--- config.mk ---
export PLATFORM = sky130hd
export DESIGN_NAME = div_16b_seq
export DESIGN_NICKNAME = d
export VERILOG_FILES = /design/src/rtl/div_16b_seq.sv
export SDC_FILE = /design/constraint.sdc
export NUM_CORES = 1
export LEC_CHECK = 0
export BUFFER_PORTS_ARGS = -buffer_cell sky130_fd_sc_hd__buf_2
export CAP_MARGIN = 20
export CORE_ASPECT_RATIO = 1.75
export CORE_MARGIN = 2
export CORE_UTILIZATION = 40
export DETAILED_ROUTE_END_ITERATION = 8
export GPL_TIMING_DRIVEN = 0
export REMOVE_ABC_BUFFERS = 1
export SYNTH_ARGS = -nofsm -noshare
export SYNTH_HDL_FRONTEND = slang
export SYNTH_SLANG_ARGS = --single-unit
--- constraint.sdc ---
create_clock -name clk -period 12.6 [get_ports clk]
set_input_delay 1.26 -clock clk [delete_from_list [all_inputs] [get_ports clk]]
set_output_delay 1.26 -clock clk [all_outputs]
set_load 0.005 [all_outputs]
--- src/rtl/div_16b_seq.sv ---
// Iterative unsigned 16-bit restoring divider, one shift-and-trial-subtract per cycle.
// Each trial subtraction is S + ~divisor + 1 on an rca_16b instance.
// Ports:
//   clk, rst_n        clock, asynchronous active-low reset
//   start             request, sampled only while busy==0
//   dividend, divisor operands, captured when start is accepted
//   busy              high while an operation is in progress
//   done              one-cycle completion pulse
//   quotient          result quotient, held until the next completion
//   remainder         result remainder, held until the next completion
//   div_by_zero       set with done when the captured divisor was zero

// 16-bit ripple-carry adder used for the trial subtraction.
// Ports: a, b operands; c_in carry in; sum result; c_out carry out.
module rca_16b (
    input  logic [15:0] a,
    input  logic [15:0] b,
    input  logic        c_in,
    output logic [15:0] sum,
    output logic        c_out
);
    logic [16:0] c;

    // Full-adder chain, LSB first.
    always_comb begin
        c    = '0;
        sum  = '0;
        c[0] = c_in;
        for (int i = 0; i < 16; i++) begin
            sum[i]   = a[i] ^ b[i] ^ c[i];
            c[i + 1] = (a[i] & b[i]) | (c[i] & (a[i] ^ b[i]));
        end
        c_out = c[16];
    end
endmodule

module div_16b_seq #(
    parameter int unsigned N = 16
) (
    input  logic         clk,
    input  logic         rst_n,
    input  logic         start,
    input  logic [N-1:0] dividend,
    input  logic [N-1:0] divisor,
    output logic         busy,
    output logic         done,
    output logic [N-1:0] quotient,
    output logic [N-1:0] remainder,
    output logic         div_by_zero
);
    localparam int unsigned CNT_W = 5;

    typedef enum logic [1:0] {
        IDLE = 2'd0,
        RUN  = 2'd1,
        DZ   = 2'd2
    } state_t;

    state_t         state_q, state_d;
    logic [N-1:0]   dvd_q, dvd_d;     // dividend bits out at MSB, quotient bits in at LSB
    logic [N-1:0]   dvs_q, dvs_d;
    logic [N:0]     p_q, p_d;         // partial remainder
    logic [CNT_W-1:0] cnt_q, cnt_d;
    logic           busy_q, busy_d;
    logic           done_q, done_d;
    logic           dbz_q, dbz_d;
    logic [N-1:0]   quo_q, quo_d;
    logic [N-1:0]   rem_q, rem_d;

    logic [N:0]     s;
    logic [N-1:0]   dvs_n;
    logic [N-1:0]   t;
    logic           c_out;
    logic           ge;

    // Trial subtraction of the divisor from the shifted partial remainder.
    assign s     = {p_q[N-1:0], dvd_q[N-1]};
    assign dvs_n = ~dvs_q;

    rca_16b u_rca (
        .a     (s[N-1:0]),
        .b     (dvs_n),
        .c_in  (1'b1),
        .sum   (t),
        .c_out (c_out)
    );

    // S[N] set means S already exceeds any 16-bit divisor.
    assign ge = s[N] | c_out;

    // Next-state and datapath update.
    always_comb begin
        state_d = state_q;
        dvd_d   = dvd_q;
        dvs_d   = dvs_q;
        p_d     = p_q;
        cnt_d   = cnt_q;
        busy_d  = busy_q;
        done_d  = 1'b0;
        dbz_d   = dbz_q;
        quo_d   = quo_q;
        rem_d   = rem_q;
        unique case (state_q)
            IDLE: begin
                if (start) begin
                    dvd_d   = dividend;
                    dvs_d   = divisor;
                    p_d     = '0;
                    cnt_d   = '0;
                    busy_d  = 1'b1;
                    dbz_d   = 1'b0;
                    state_d = (divisor == '0) ? DZ : RUN;
                end
            end
            RUN: begin
                dvd_d = {dvd_q[N-2:0], ge};
                p_d   = ge ? {1'b0, t} : s;
                cnt_d = cnt_q + CNT_W'(1);
                if (cnt_q == CNT_W'(N - 1)) begin
                    state_d = IDLE;
                    busy_d  = 1'b0;
                    done_d  = 1'b1;
                    quo_d   = {dvd_q[N-2:0], ge};
                    rem_d   = ge ? t : s[N-1:0];
                end
            end
            DZ: begin
                state_d = IDLE;
                busy_d  = 1'b0;
                done_d  = 1'b1;
                dbz_d   = 1'b1;
                quo_d   = '1;
                rem_d   = dvd_q;
            end
            default: begin
                state_d = IDLE;
                busy_d  = 1'b0;
            end
        endcase
    end

    // State and output registers.
    always_ff @(posedge clk or negedge rst_n) begin
        if (!rst_n) begin
            state_q <= IDLE;
            dvd_q   <= '0;
            dvs_q   <= '0;
            p_q     <= '0;
            cnt_q   <= '0;
            busy_q  <= 1'b0;
            done_q  <= 1'b0;
            dbz_q   <= 1'b0;
            quo_q   <= '0;
            rem_q   <= '0;
        end else begin
            state_q <= state_d;
            dvd_q   <= dvd_d;
            dvs_q   <= dvs_d;
            p_q     <= p_d;
            cnt_q   <= cnt_d;
            busy_q  <= busy_d;
            done_q  <= done_d;
            dbz_q   <= dbz_d;
            quo_q   <= quo_d;
            rem_q   <= rem_d;
        end
    end

    assign busy        = busy_q;
    assign done        = done_q;
    assign div_by_zero = dbz_q;
    assign quotient    = quo_q;
    assign remainder   = rem_q;
endmodule
Yosys cells after proc, flatten, opt, wreduce, memory -nomap -nowiden
Index checks and enable logic that the tools add are counted.

word-level totals
  bits in registers = 90
  input port bits = 35
  output and inout port bits = 35
  logic and storage cells = 130

cells by class
  add/sub/neg operators = 1
  equal/unequal tests = 5
  muxes and demuxes = 23
  bitwise logic cells = 81
  reductions and logical operators = 10

operators by type and width
  kind                 number
  $pmux 16 s2          4
  $mux 16              6
  $and 1x1->1          31
  $xor 1x1->1          31
  $or 1x1->1           17
  $logic_not 16->1     1
  $not 16->16          1
  $pmux 5 s2           1
  $reduce_and 2->1     5
  $mux 2               3
  $pmux 1 s2           3
  $reduce_bool 2->1    3
  $add 5x1->5 const B  1
  $eq 5x4->1 const B   1
  $mux 5               1
  $mux 1               4
  $ne 2x2->1 const B   2
  $pmux 2 s2           1
  $eq 2x1->1 const B   1
  $eq 2x2->1 const B   1
  $logic_not 2->1      1
  $not 1->1            1

Depth between registers and ports, before layout
  depth after elaboration = 37
  mapped depth = 27

Cells and area by module
A second synthesis with hierarchy kept.

second synthesis, totals
  cells, all modules = 431
  area, all modules = 4489.3 um^2

modules (own cells, without submodules)
  module       times used  cells an instance  area each (um^2)
  div_16b_seq  1           405                4131.5
  rca_16b      1           26                 357.8

Worst setup path before layout
OpenSTA, ideal clock, no wires.

  kind = register to register
  start = register dvd_q[15]
  end = register rem_q[3] (netlist: remainder[3])
  library setup time = 0.083 ns
  arrival time = 6.573 ns
  data required time = 12.517 ns
  path slack = 5.944 ns
  cell stages (with the launch flop) = 28
  cell sequence = dfrtp_1 inv_1 ha_1 inv_1 fa_1 fa_1 fa_1 fa_1 fa_1 fa_1 fa_1 inv_1 fa_1 inv_1 fa_1 fa_1 fa_1 fa_1 fa_1 inv_1 fa_1 fa_1 nor2b_2 buf_6 buf_8 mux2i_1 mux2_2 o21ai_0

on the way
  word-level cells in the longest chain between the ends = 36
  elaborated cells on any way between the ends = 38
  those cells by class = mux: 3; bitwise: 35

ends and longest elaborated chain
  item                                        RTL line  source
  start: declaration                          60        logic [N-1:0] dvd_q, dvd_d;
  start signal: assignment                    157       dvd_q <= dvd_d;
  $and 1x1->1 or $xor 1x1->1 (tied branches)  31        c[i + 1] = (a[i] & b[i]) | (c[i] & (a[i] ^ b[i]));
  $or 1x1->1 (*)                              31
  $and 1x1->1 (*)                             31
  $or 1x1->1 (*)                              31
  $and 1x1->1 (*)                             31
  $or 1x1->1 (*)                              31
  $and 1x1->1                                 31
  $or 1x1->1                                  31
  [... 20 more ...]                           --
  $and 1x1->1                                 31
  $or 1x1->1                                  31
  $and 1x1->1                                 31
  $or 1x1->1                                  31
  $or 1x1->1                                  89        assign ge = s[N] | c_out;
  $mux 16 (*)                                 124       rem_d = ge ? t : s[N-1:0];
  $mux 16 (*)                                 119       if (cnt_q == CNT_W'(N - 1)) begin
  $pmux 16 s2 (*)                             103       unique case (state_q)
  end signal: assignment                      165       rem_q <= rem_d;
  end: declaration                            68        logic [N-1:0] rem_q, rem_d;

Every way passes the cells marked *; elsewhere a longest branch is shown, timed or not. The select of a mux whose other input is x is not followed.
A chain may end at the register's enable or synchronous reset.

Final worst setup path
Same ends and word-level chain as after synthesis.

==> flow_summary.ini <==
[status]
status = completed

[clocking]
cts_resized = 0
clk_latency_ps = 340
cts-root-buf = clkbuf_16
cts_htree_levels = 3
post_cts_buffers = 0
cts_buffers = 9
tritoncts = built
clock_path_buffers = 2
cts_hold_buf = 0
cts.clk_slew.worst_paths_ps = 60
cts_sinks = 90

[critical_path]
cp_max_fo = 13
worstReg2RegStart = dvd_q[15]$_DFFE_PN0P_
endpoint_kind = flip-flop
startpoint_type = flip-flop
arrival_ps = 8000
worst_ep_required_time_ps = 12850
reg2reg_depth = 25
worstSetupPathType = reg2reg
startpoint = dvd_q[15]$_DFFE_PN0P_

[global_route]
antenna_found_initial = 0
grt_start_max_net_pins = 53
grt_pass1_vias = 3181
track_usage_pct = 16.3
grt_pass1_wl_mm = 15.5
grt-ovfl-total = 0

[yosys]
yosysTopAreaCell = dfrtp_1
syn_area_per_cell_um2 = 10.5
synth_top_area_share_pct = 50.3
synth_seq_cells = 90
yosys.area_share.adder_pct = 8.39
synth_mux_area_share_pct = 14.1
synth_area_um2 = 4470
yosysSeqAreaShare_pct = 50.3
yosys_warnings = 0
ys_types = 31
synthTopCellsByArea = dfrtp_1 50%, mux2_2 7.3%, fa_1 6.7%
synth-simple-area-share_pct = 10.0
synth_top_family_by_area = multiplexers
syn-instance-count = 427
synthXorXnorAreaFrac_pct = 0
synth_compound_area_share_pct = 11.2

[worst_hold_path]
min_path_cells = 2
worstHoldStart = quotient[12]$_DFFE_PN0P_
min_path_type = reg2reg

[drt]
drtAntennaViolNets = 0
wl_met2_mm = 4.87
vias = 3112
wl_met1_mm = 3.84
drc_errors = 0
route.met3.wl_um = 287
drtIter0Drc = 135
dr.pass1.iters = 4
wl_per_cell_um = 14.8
viasPerCell = 4.99
wl_mm = 9.21
top_layer = met4

[sta]
hold_viol = 0
holdWs_ps = 458
max_freq_mhz = 129
skew_ps = 7.28
fin_tns_setup_ps = 0
drv_slew = 0
period_share_pct = 61.5
period_minus_slack_ps = 7750
worstMarginPinSlew_ps = 877
finalSetupViolations = 0
relSlewSlack_pct = 41.3
rsz0062_at_grt = false

[die]
chipWidth_um = 84.0
row_count = 51
die_h_um = 144
start_util_pct = 40.5
num_io_pins = 70
core_um2 = 11000
dieArea_um2 = 12100

[final_layout]
area_growth_syn_to_layout_pct = 18.0
fin_nets = 543
layout-drive-gt1-share_pct = 24.6
post-route-util_pct = 47.8
insertedDiodeCount = 0

[power]
p_leak_nw = 2.66
pwr_density_cell_nw_per_um2 = 231
peakVddDrop_mv = 0.0831
finalPower_mw = 1.22

[placement]
place.gp.congestion = 0.759
port_buffers = 69
dp_hpwl_mm = 6.80

[flow_run]
cap_violations = 0
[critical path, stage by stage, from the launching register on]
cell	delay, ps
dfrtp_1	440
inv_1	80
ha_1	140
inv_1	50
fa_1	380
fa_1	400
fa_1	410
fa_1	410
fa_1	400
fa_1	400
fa_1	380
inv_1	80
fa_1	160
inv_1	50
fa_1	390
fa_1	400
fa_1	390
fa_1	390
fa_1	360
inv_1	80
fa_1	200
fa_1	190
nor2b_2	720
mux2i_1	240
mux2_2	320
o21ai_0	180
[cell usage after synthesis]
library cell  instances
a22o_1                7
mux2i_4               1
and3_1                2
nand4_1               1
buf_4                 1
fa_1                 15
nand2_1              78
mux2i_1              28
o21ai_1               7
a211o_1               4
dfrtp_1              90
inv_1                37
nor2b_1               1
nand3_1               2
nor2b_2               1
o21ai_0              52
nor3_1                2
nor2_1               10
or2b_1                1
nor4_1                4
buf_2                15
buf_8                 1
a21oi_1              18
buf_6                 1
mux2_2               29
ha_1                  6
o22ai_1               2
clkbuf_1              5
o21ai_2               1
nand2b_1              4
and2_1                1
[through the flow]
step | std cells | worst slack (ps) | area, um2
after detailed placement | 608 | 4840 | 4950
after CTS | 624 | 4820 | 5280
after floorplan | 404 | 5660 | 4350
after global placement | 605 | 4980 | 4860
after global routing | 624 | 4420 | 5280
final | 624 | 4850 | 5280
[layer usage]
layer / track usage, % / vias to the layer above
met2: 28.3 / 58
met3: 2.70 / 16
met5: 0 / -
met4: 7.13 / 0
li1: - / 1546
met1: 20.1 / 1492
[path summary, 6_finish.rpt]
kind / to / slack [ps]
min in group asynchronous: quotient[6]$_DFFE_PN0P_ / 890
worst max register to register: remainder[3]$_DFFE_PN0P_ / 4850
worst min-delay path: quotient[12]$_DFFE_PN0P_ / 460
worst min register to register: quotient[12]$_DFFE_PN0P_ / 460
worst max-delay path: remainder[3]$_DFFE_PN0P_ / 4850
max in group asynchronous: p_q[14]$_DFFE_PN0P_ / 11080
[cell families (layout without fill, tap and decap cells)]
| logic type | Yosys count | after routing |
|---|---|---|
| AND/OR/NAND/NOR | 107 | 107 |
| AO/OA/AOI/OAI | 91 | 91 |
| flip-flops | 90 | 90 |
| buffers and inverters | 60 | 125 |
| multiplexers | 58 | 58 |
| adder cells (fa/ha/maj) | 21 | 21 |
[state kept, by name, summed over array words and instances, names as in the netlist]
name	cells
remainder	16
quotient	16
div_by_zero	1
dvd_q	16
dvs_q	16
p_q	16
cnt_q	5
done	1
state_q	2
busy	1
[power by group]
| part | switching [mW] | leakage, nW | internal (mW) |
|---|---|---|---|
| clock | 0.106 | 0.163 | 0.185 |
| sequential | 0.0693 | 1.17 | 0.371 |
| combinational | 0.262 | 1.33 | 0.224 |
| total | 0.437 | 2.66 | 0.780 |
[placed cells by master (no fill, tap or decap), drive strengths merged]
master   n
and3     2
nor2b    2
nand2   78
fa      15
nand4    1
clkinv   2
mux2i   29
ha       6
o21ai   60
dfrtp   90
or2b     1
nand3    2
and2     1
nor3     2
buf     72
o22ai    2
a22o     7
inv     37
mux2    29
nor2    10
a21oi   18
bufinv   2
nor4     4
a211o    4
nand2b   4
clkbuf  12
[cell type report]
type,count,area (um2)
Sequential cell,90,2250
Tap cell,132,165
Clock buffer,12,256
Clock inverter,4,73.8
Fill cell,1077,5760
Multi-Input combinational cell,277,1970
Inverter,37,139
Timing Repair Buffer,72,423
Note: power is estimated with default switching activity, not from simulation.
